`config.mk`:
```
export PLATFORM = sky130hd
export DESIGN_NAME = uart_tx_param
export DESIGN_NICKNAME = d
export VERILOG_FILES = /design/src/rtl/uart_tx_param.sv
export SDC_FILE = /design/constraint.sdc
export NUM_CORES = 1
export LEC_CHECK = 0
export BUFFER_PORTS_ARGS = -buffer_cell sky130_fd_sc_hd__buf_2
export CELL_PAD_IN_SITES_DETAIL_PLACEMENT = 0
export CELL_PAD_IN_SITES_GLOBAL_PLACEMENT = 1
export CORE_MARGIN = 4
export CORE_UTILIZATION = 49
export DETAILED_ROUTE_END_ITERATION = 6
export GPL_ROUTABILITY_DRIVEN = 1
export PLACE_DENSITY_LB_ADDON = 0.1
export REMOVE_ABC_BUFFERS = 1
export SYNTH_ARGS = -nofsm -noshare
export SYNTH_HDL_FRONTEND = slang
export SYNTH_SLANG_ARGS = --single-unit
```
`constraint.sdc`:
```
create_clock -name clk -period 3.6 [get_ports clk]
set_input_delay 0.54 -clock clk [delete_from_list [all_inputs] [get_ports clk]]
set_output_delay 0.54 -clock clk [all_outputs]
set_load 0.02 [all_outputs]
```
`src/rtl/uart_tx_param.sv`:
```
// uart_tx_param: FIFO-buffered UART transmitter with runtime frame format.
//
// Ports:
//   clk, rst_n      - clock (rising edge), asynchronous active-low reset
//   tx_data/tx_valid/tx_ready - push interface into the transmit FIFO
//   data_bits_sel   - 00..11 selects 5..8 data bits
//   parity_sel      - 00 none, 01 even, 10 odd, 11 mark
//   stop2           - 1 selects two stop bits
//   baud_div        - clocks per bit, 0 selects CLK_FREQ/BAUD_RATE, clamped to >= 2
//   tx_serial       - registered serial line, idles high
//   tx_busy/tx_done - frame in progress / one-cycle end-of-frame pulse
//   fifo_count      - words currently held in the FIFO
//
// Frame format and divisor are captured when a word is popped, so changes on
// the config inputs only ever apply to the next frame.
module uart_tx_param #(
  parameter int CLK_FREQ   = 50_000_000,
  parameter int BAUD_RATE  = 115_200,
  parameter int FIFO_DEPTH = 8,
  parameter int DIV_W      = 16
) (
  input  logic                          clk,
  input  logic                          rst_n,
  input  logic [7:0]                    tx_data,
  input  logic                          tx_valid,
  output logic                          tx_ready,
  input  logic [1:0]                    data_bits_sel,
  input  logic [1:0]                    parity_sel,
  input  logic                          stop2,
  input  logic [DIV_W-1:0]              baud_div,
  output logic                          tx_serial,
  output logic                          tx_busy,
  output logic                          tx_done,
  output logic [$clog2(FIFO_DEPTH):0]   fifo_count
);
  localparam int AW = $clog2(FIFO_DEPTH);
  localparam int CW = AW + 1;
  localparam logic [DIV_W-1:0] DEF_DIV = DIV_W'(CLK_FREQ / BAUD_RATE);
  localparam logic [DIV_W-1:0] ONE     = DIV_W'(1);
  localparam logic [DIV_W-1:0] TWO     = DIV_W'(2);

  // ---------------- transmit FIFO ----------------
  logic [7:0]    mem [FIFO_DEPTH];
  logic [AW-1:0] wr_ptr, rd_ptr;
  logic [CW-1:0] count;
  logic          push, pop, fifo_nempty;

  // Depth is a power of two, so "count < depth" is just the count MSB clear.
  assign tx_ready    = ~count[AW];
  assign fifo_nempty = (count != '0);
  assign push        = tx_valid & tx_ready;
  assign fifo_count  = count;

  always_ff @(posedge clk)
    if (push) mem[wr_ptr] <= tx_data;

  always_ff @(posedge clk or negedge rst_n) begin
    if (!rst_n) begin
      wr_ptr <= '0;
      rd_ptr <= '0;
      count  <= '0;
    end else begin
      if (push) wr_ptr <= wr_ptr + AW'(1);
      if (pop)  rd_ptr <= rd_ptr + AW'(1);
      case ({push, pop})
        2'b10:   count <= count + CW'(1);
        2'b01:   count <= count - CW'(1);
        default: ;
      endcase
    end
  end

  // ---------------- frame FSM ----------------
  typedef enum logic [2:0] {IDLE, START, DATA, PARITY, STOP} state_t;
  state_t state, state_nxt;

  logic [DIV_W-1:0] cnt, div_q, div_raw, div_eff;
  logic [2:0]       idx;
  logic [7:0]       sh, mask;
  logic [1:0]       dbits_q, par_q;
  logic             stop2_q, par_bit_q, par_bit;
  logic             bit_end, last_data, last_stop, frame_end, load;
  logic             ser_nxt, busy_nxt, done_nxt;

  assign div_raw   = (baud_div != '0) ? baud_div : DEF_DIV;
  assign div_eff   = (div_raw < TWO) ? TWO : div_raw;
  assign bit_end   = (state != IDLE) && (cnt == '0);
  assign last_data = (idx == ({1'b0, dbits_q} + 3'd4));
  assign last_stop = (idx == {2'b00, stop2_q});
  assign frame_end = (state == STOP) && bit_end && last_stop;
  // A word is taken either from idle or right at the end of a frame, which
  // gives back-to-back frames with no idle gap.
  assign load      = fifo_nempty && ((state == IDLE) || frame_end);
  assign pop       = load;

  // Parity covers only the bits that will actually be sent.
  assign mask = 8'hFF >> (2'd3 - data_bits_sel);
  always_comb begin
    case (parity_sel)
      2'b01:   par_bit =  ^(mem[rd_ptr] & mask);
      2'b10:   par_bit = ~^(mem[rd_ptr] & mask);
      default: par_bit = 1'b1;
    endcase
  end

  // state register
  always_ff @(posedge clk or negedge rst_n)
    if (!rst_n) state <= IDLE;
    else        state <= state_nxt;

  // next state
  always_comb begin
    state_nxt = state;
    case (state)
      IDLE:    if (fifo_nempty) state_nxt = START;
      START:   if (bit_end) state_nxt = DATA;
      DATA:    if (bit_end && last_data) state_nxt = (par_q != 2'b00) ? PARITY : STOP;
      PARITY:  if (bit_end) state_nxt = STOP;
      STOP:    if (frame_end) state_nxt = fifo_nempty ? START : IDLE;
      default: state_nxt = IDLE;
    endcase
  end

  // outputs (next values of the registered line, busy and done)
  always_comb begin
    ser_nxt  = tx_serial;
    busy_nxt = tx_busy;
    done_nxt = frame_end;
    if (load) begin
      ser_nxt  = 1'b0;
      busy_nxt = 1'b1;
    end else if (bit_end) begin
      case (state)
        START:   ser_nxt = sh[0];
        DATA:    ser_nxt = !last_data ? sh[0] : ((par_q != 2'b00) ? par_bit_q : 1'b1);
        PARITY:  ser_nxt = 1'b1;
        STOP:    if (last_stop) begin
                   ser_nxt  = 1'b1;
                   busy_nxt = 1'b0;
                 end
        default: ;
      endcase
    end
  end

  // datapath: bit counter, shifter, latched frame config
  always_ff @(posedge clk or negedge rst_n) begin
    if (!rst_n) begin
      cnt       <= '0;
      div_q     <= '0;
      idx       <= '0;
      sh        <= '0;
      dbits_q   <= '0;
      par_q     <= '0;
      stop2_q   <= 1'b0;
      par_bit_q <= 1'b0;
      tx_serial <= 1'b1;
      tx_busy   <= 1'b0;
      tx_done   <= 1'b0;
    end else begin
      tx_serial <= ser_nxt;
      tx_busy   <= busy_nxt;
      tx_done   <= done_nxt;
      if (load) begin
        cnt       <= div_eff - ONE;
        div_q     <= div_eff;
        idx       <= '0;
        sh        <= mem[rd_ptr];
        dbits_q   <= data_bits_sel;
        par_q     <= parity_sel;
        stop2_q   <= stop2;
        par_bit_q <= par_bit;
      end else if (bit_end) begin
        cnt <= div_q - ONE;
        case (state)
          START: sh <= sh >> 1;
          DATA:  if (!last_data) begin
                   sh  <= sh >> 1;
                   idx <= idx + 3'd1;
                 end else begin
                   idx <= '0;
                 end
          STOP:  idx <= idx + 3'd1;
          default: ;
        endcase
      end else if (cnt != '0) begin
        cnt <= cnt - ONE;
      end
    end
  end

endmodule

```
==> summary.md <==
| Metric | Value |
|---|---|
| RR Startpoint | fifo_count[0] |
| Crit-path cells | or4_4, and4_4, nor4_4, buf_4, nand2b_1, o221ai_1, ha_1, or4b_1, nor2_4, xnor2_1, nor2_1 |
| GRT Overall Usage | 0.2061 |
| Largest net degree at the start of global routing | 31 |
| Yosys warns | 0 |
| Via density | between 5 and 6 |
| GPL Wtd Cong | 0.8681 |
| Initial DRC Count | 323 |
| Tot Pwr | 6.579 mW |
| Leak | 2.931 nW |
| Number of global-route vias before repair | 4,336 |
| Width of the die | 120.0 µm |
| Hold Crit Class | in2async |
| Tmin final | 3.392 ns |
| Tightest Pin Transition | 0.9306 ns |
| R2R cell count | 11 |
| Flops & latches, synth | about 130 |
| First-pass GRT wire length | approximately 23,000 µm |
| Die area | 0.01439 mm² |
| Seq/Total Area, Yosys | 0.5778 |
| Max Slew Vio Count | 0 |
| Cells after Synth | ~540 |
| Worst hold slack | 0.04386 ns |
| Vias | ~4,200 |
| Area share of and/or/nand/nor cells after synthesis | 0.1595 |
| ANT cells | 0 |
| Post-synth ARST share | 0.5039 |
| Final instance area | 0.007229 mm² |
| Final Skew | 0.01603 ns |
| Max FO, Critical Path | 7 |
| Clock Root Buffer | clkbuf_16 |
| Synth Cell Area | 0.006143 mm² |
| CTS tree | built |
| Final Core Density | 0.5944 |
| Final period utilization | 0.9423 |
| Fraction of layout cells with a size suffix above 1 | 0.1980 |
| Critical R2R Capture | cnt[8] |
| Routed WL per cell | 17.57 µm |
| Final HPWL DP | about 9500 µm |
| Setup TNS Final | 0 ns |
| Clk sinks | 129 |
| Starting Density | 0.5051 |
| TritonRoute pass-1 iters | 5 |
| Power per cell area | 910.0 mW/mm² |
| Status | finished clean |
| Num CTS Buffers | 17 |
| Fin nets | 635 |
| Post-synth EDFFs | 64 |
| MaxCap Viol Count | 0 |
| Worst rel slew slack | 0.3773 |
| Crit. End Element | register |
| Slowest stage delay, CP | about 0.62 ns |
| Largest family of logic cells by synthesized area | simple AND/OR/NAND/NOR gates |
| DRC Markers | 0 |
| Dpl cell area | 0.006599 mm² |
| Total Routed Length | 13,600 µm |
| Complex-gate fraction of the synthesized area | 0.09491 |
| Clk buf depth | 2 |
| Worst-path clk slew | roughly 0.060 ns |
| Routed Antenna Nets | 0 |
| Hold buffer count at CTS | 0 |
| Skew-Pair Late Insertion Delay | 0.43 ns |
| CP startpoint kind | register |
| Final setup viols | 0 |
| Fmax | 0.2948 GHz |
| Worst Setup Path Type | reg2reg |
| H-tree levels | 4 |
| Synthesis-to-layout area growth | 17.68% |
| Critical path arrival | approximately 3.7 ns |
| DIE HEIGHT | 120.0 µm |
| Rows | 40 |
| Synth Flop Type | edfxtp_1 |
| RSZ-0062 raised after global routing | false |
| R2R setup slack | around 0.21 ns |
| Post-synthesis adder-cell area fraction | 0.02159 |
| Slowest-stage cell, CP | or4_4 |
| Gr ovfl total | 0 |
| IO Count | 40 |
| Worst vdd ir | 0.6573 mV |
| Core Area | 0.01216 mm² |
| Mux share of post-synthesis cell area | 0.08615 |
| WP data required | 3.91 ns |
| XOR/XNOR share of the synthesized area | 0.03707 |
| Syn avg cell area | 11.48 µm² |
| Port bufs | 39 |
| Number of distinct library cells after synthesis | 54 |
| Initial antenna violation count | 0 |
| Final Hold Viols | 0 |
==> layout make-up <==
cell class / instances / area (µm²)
clock buffers: 17 / 425.4
clock inverters: 15 / 172.7
fillers: 1016 / 4932
inverters: 17 / 63.81
multi-input cells: 369 / 2459
flip-flops and latches: 129 / 3550
well taps: 168 / 210.2
repair buffers: 59 / 349.1
==> Yosys cell counts, types with 4 or more instances <==
master | count | area share
a222oi_1 | 4 | 0.0065
buf_1 | 8 | 0.0049
xor2_1 | 7 | 0.010
o21ai_0 | 28 | 0.023
edfxtp_1 | 64 | 0.31
mux2i_1 | 27 | 0.044
a21oi_1 | 30 | 0.024
mux4_2 | 11 | 0.040
nor2_1 | 62 | 0.038
nand2b_1 | 10 | 0.010
nand2_1 | 77 | 0.047
nor4_1 | 9 | 0.0092
ha_1 | 9 | 0.018
o221ai_1 | 6 | 0.0086
nand3_1 | 6 | 0.0049
nor2b_1 | 4 | 0.0041
a21o_1 | 5 | 0.0061
xnor2_1 | 19 | 0.027
nand4_1 | 4 | 0.0041
inv_1 | 16 | 0.0098
clkbuf_1 | 10 | 0.0061
dfrtp_1 | 64 | 0.26
nor3_1 | 9 | 0.0073
==> layer usage <==
metal  part of all wire  GRT usage
met1               0.44     0.2616
met2               0.50     0.3390
met3              0.045    0.05467
met4              0.016    0.07874
met5                  0          0
==> state kept, by name, indices dropped and copies added, names as in the netlist, 2 cells and up <==
register,cells
dbits_q,2
sh,8
state,3
par_q,2
div_q,16
idx,3
fifo_count,4
mem,64
cnt,16
wr_ptr,3
rd_ptr,3
==> where the power goes <==
group | switching (mW) | leakage [nW] | total (mW) | internal [mW]
sequential | 0.339 | 1.36 | 2.30 | 1.96
clock | 0.705 | 0.285 | 1.75 | 1.04
combinational | 1.43 | 1.28 | 2.53 | 1.09
total | 2.48 | 2.93 | 6.58 | 4.10
==> critical path, delay by kind of cell (launching register included) <==
kind | cells | cell delay, ns
DFF | 1 | 0.44
AOI/OAI and AO/OA | 1 | 0.09
adders and majority gates | 1 | 0.26
and+or+nand+nor | 7 | 2.14
buffers and inverters | 1 | 0.20
xor gates and xnor gates | 1 | 0.15
==> cells in the final DEF (no fill, tap or decap), types with 7 or more instances in the layout <==
| cell | instances |
|---|---|
| buf_4 | 19 |
| ha_1 | 9 |
| nand2_1 | 77 |
| xor2_1 | 7 |
| mux4_2 | 11 |
| inv_1 | 16 |
| a21oi_1 | 30 |
| nor3_1 | 9 |
| dfrtp_1 | 64 |
| edfxtp_1 | 64 |
| clkbuf_16 | 17 |
| xnor2_1 | 19 |
| nand2b_1 | 10 |
| buf_2 | 39 |
| nor4_1 | 9 |
| mux2i_1 | 27 |
| nor2_1 | 62 |
| o21ai_0 | 28 |
==> metrics by stage <==
stage | cells | setup slack, ns
finish | 774 | 0.2077
CTS | 771 | 0.1862
detailed placement | 739 | 0.2147
floorplan | 515 | -0.06986
global route | 774 | 0.02871
global placement | 739 | 0.2215
==> worst max-delay path by stage <==
stage,from,to,slack (ns)
after floorplan,state[2],cnt[15],-0.07
after global placement,fifo_count[0],cnt[15],0.22
after detailed placement,fifo_count[0],cnt[15],0.21
after CTS,fifo_count[0],cnt[15],0.19
after global routing,fifo_count[0],cnt[10],0.03
final,fifo_count[0],cnt[8],0.21
==> repair_timing <==
item	4_1_cts	5_1_grt
endpoints found under the setup margin	0	5
resized for setup	0	2
setup buffers	0	3
==> cell families (layout without fill, tap and decap cells) <==
kind of cell	after synthesis	in the layout
simple gates	203	203
buf+inv	37	108
compound gates	91	91
flops	129	129
fa+ha+maj	10	10
mux	39	39
xor+xnor	26	26
Note: power is estimated with default switching activity, not from simulation.
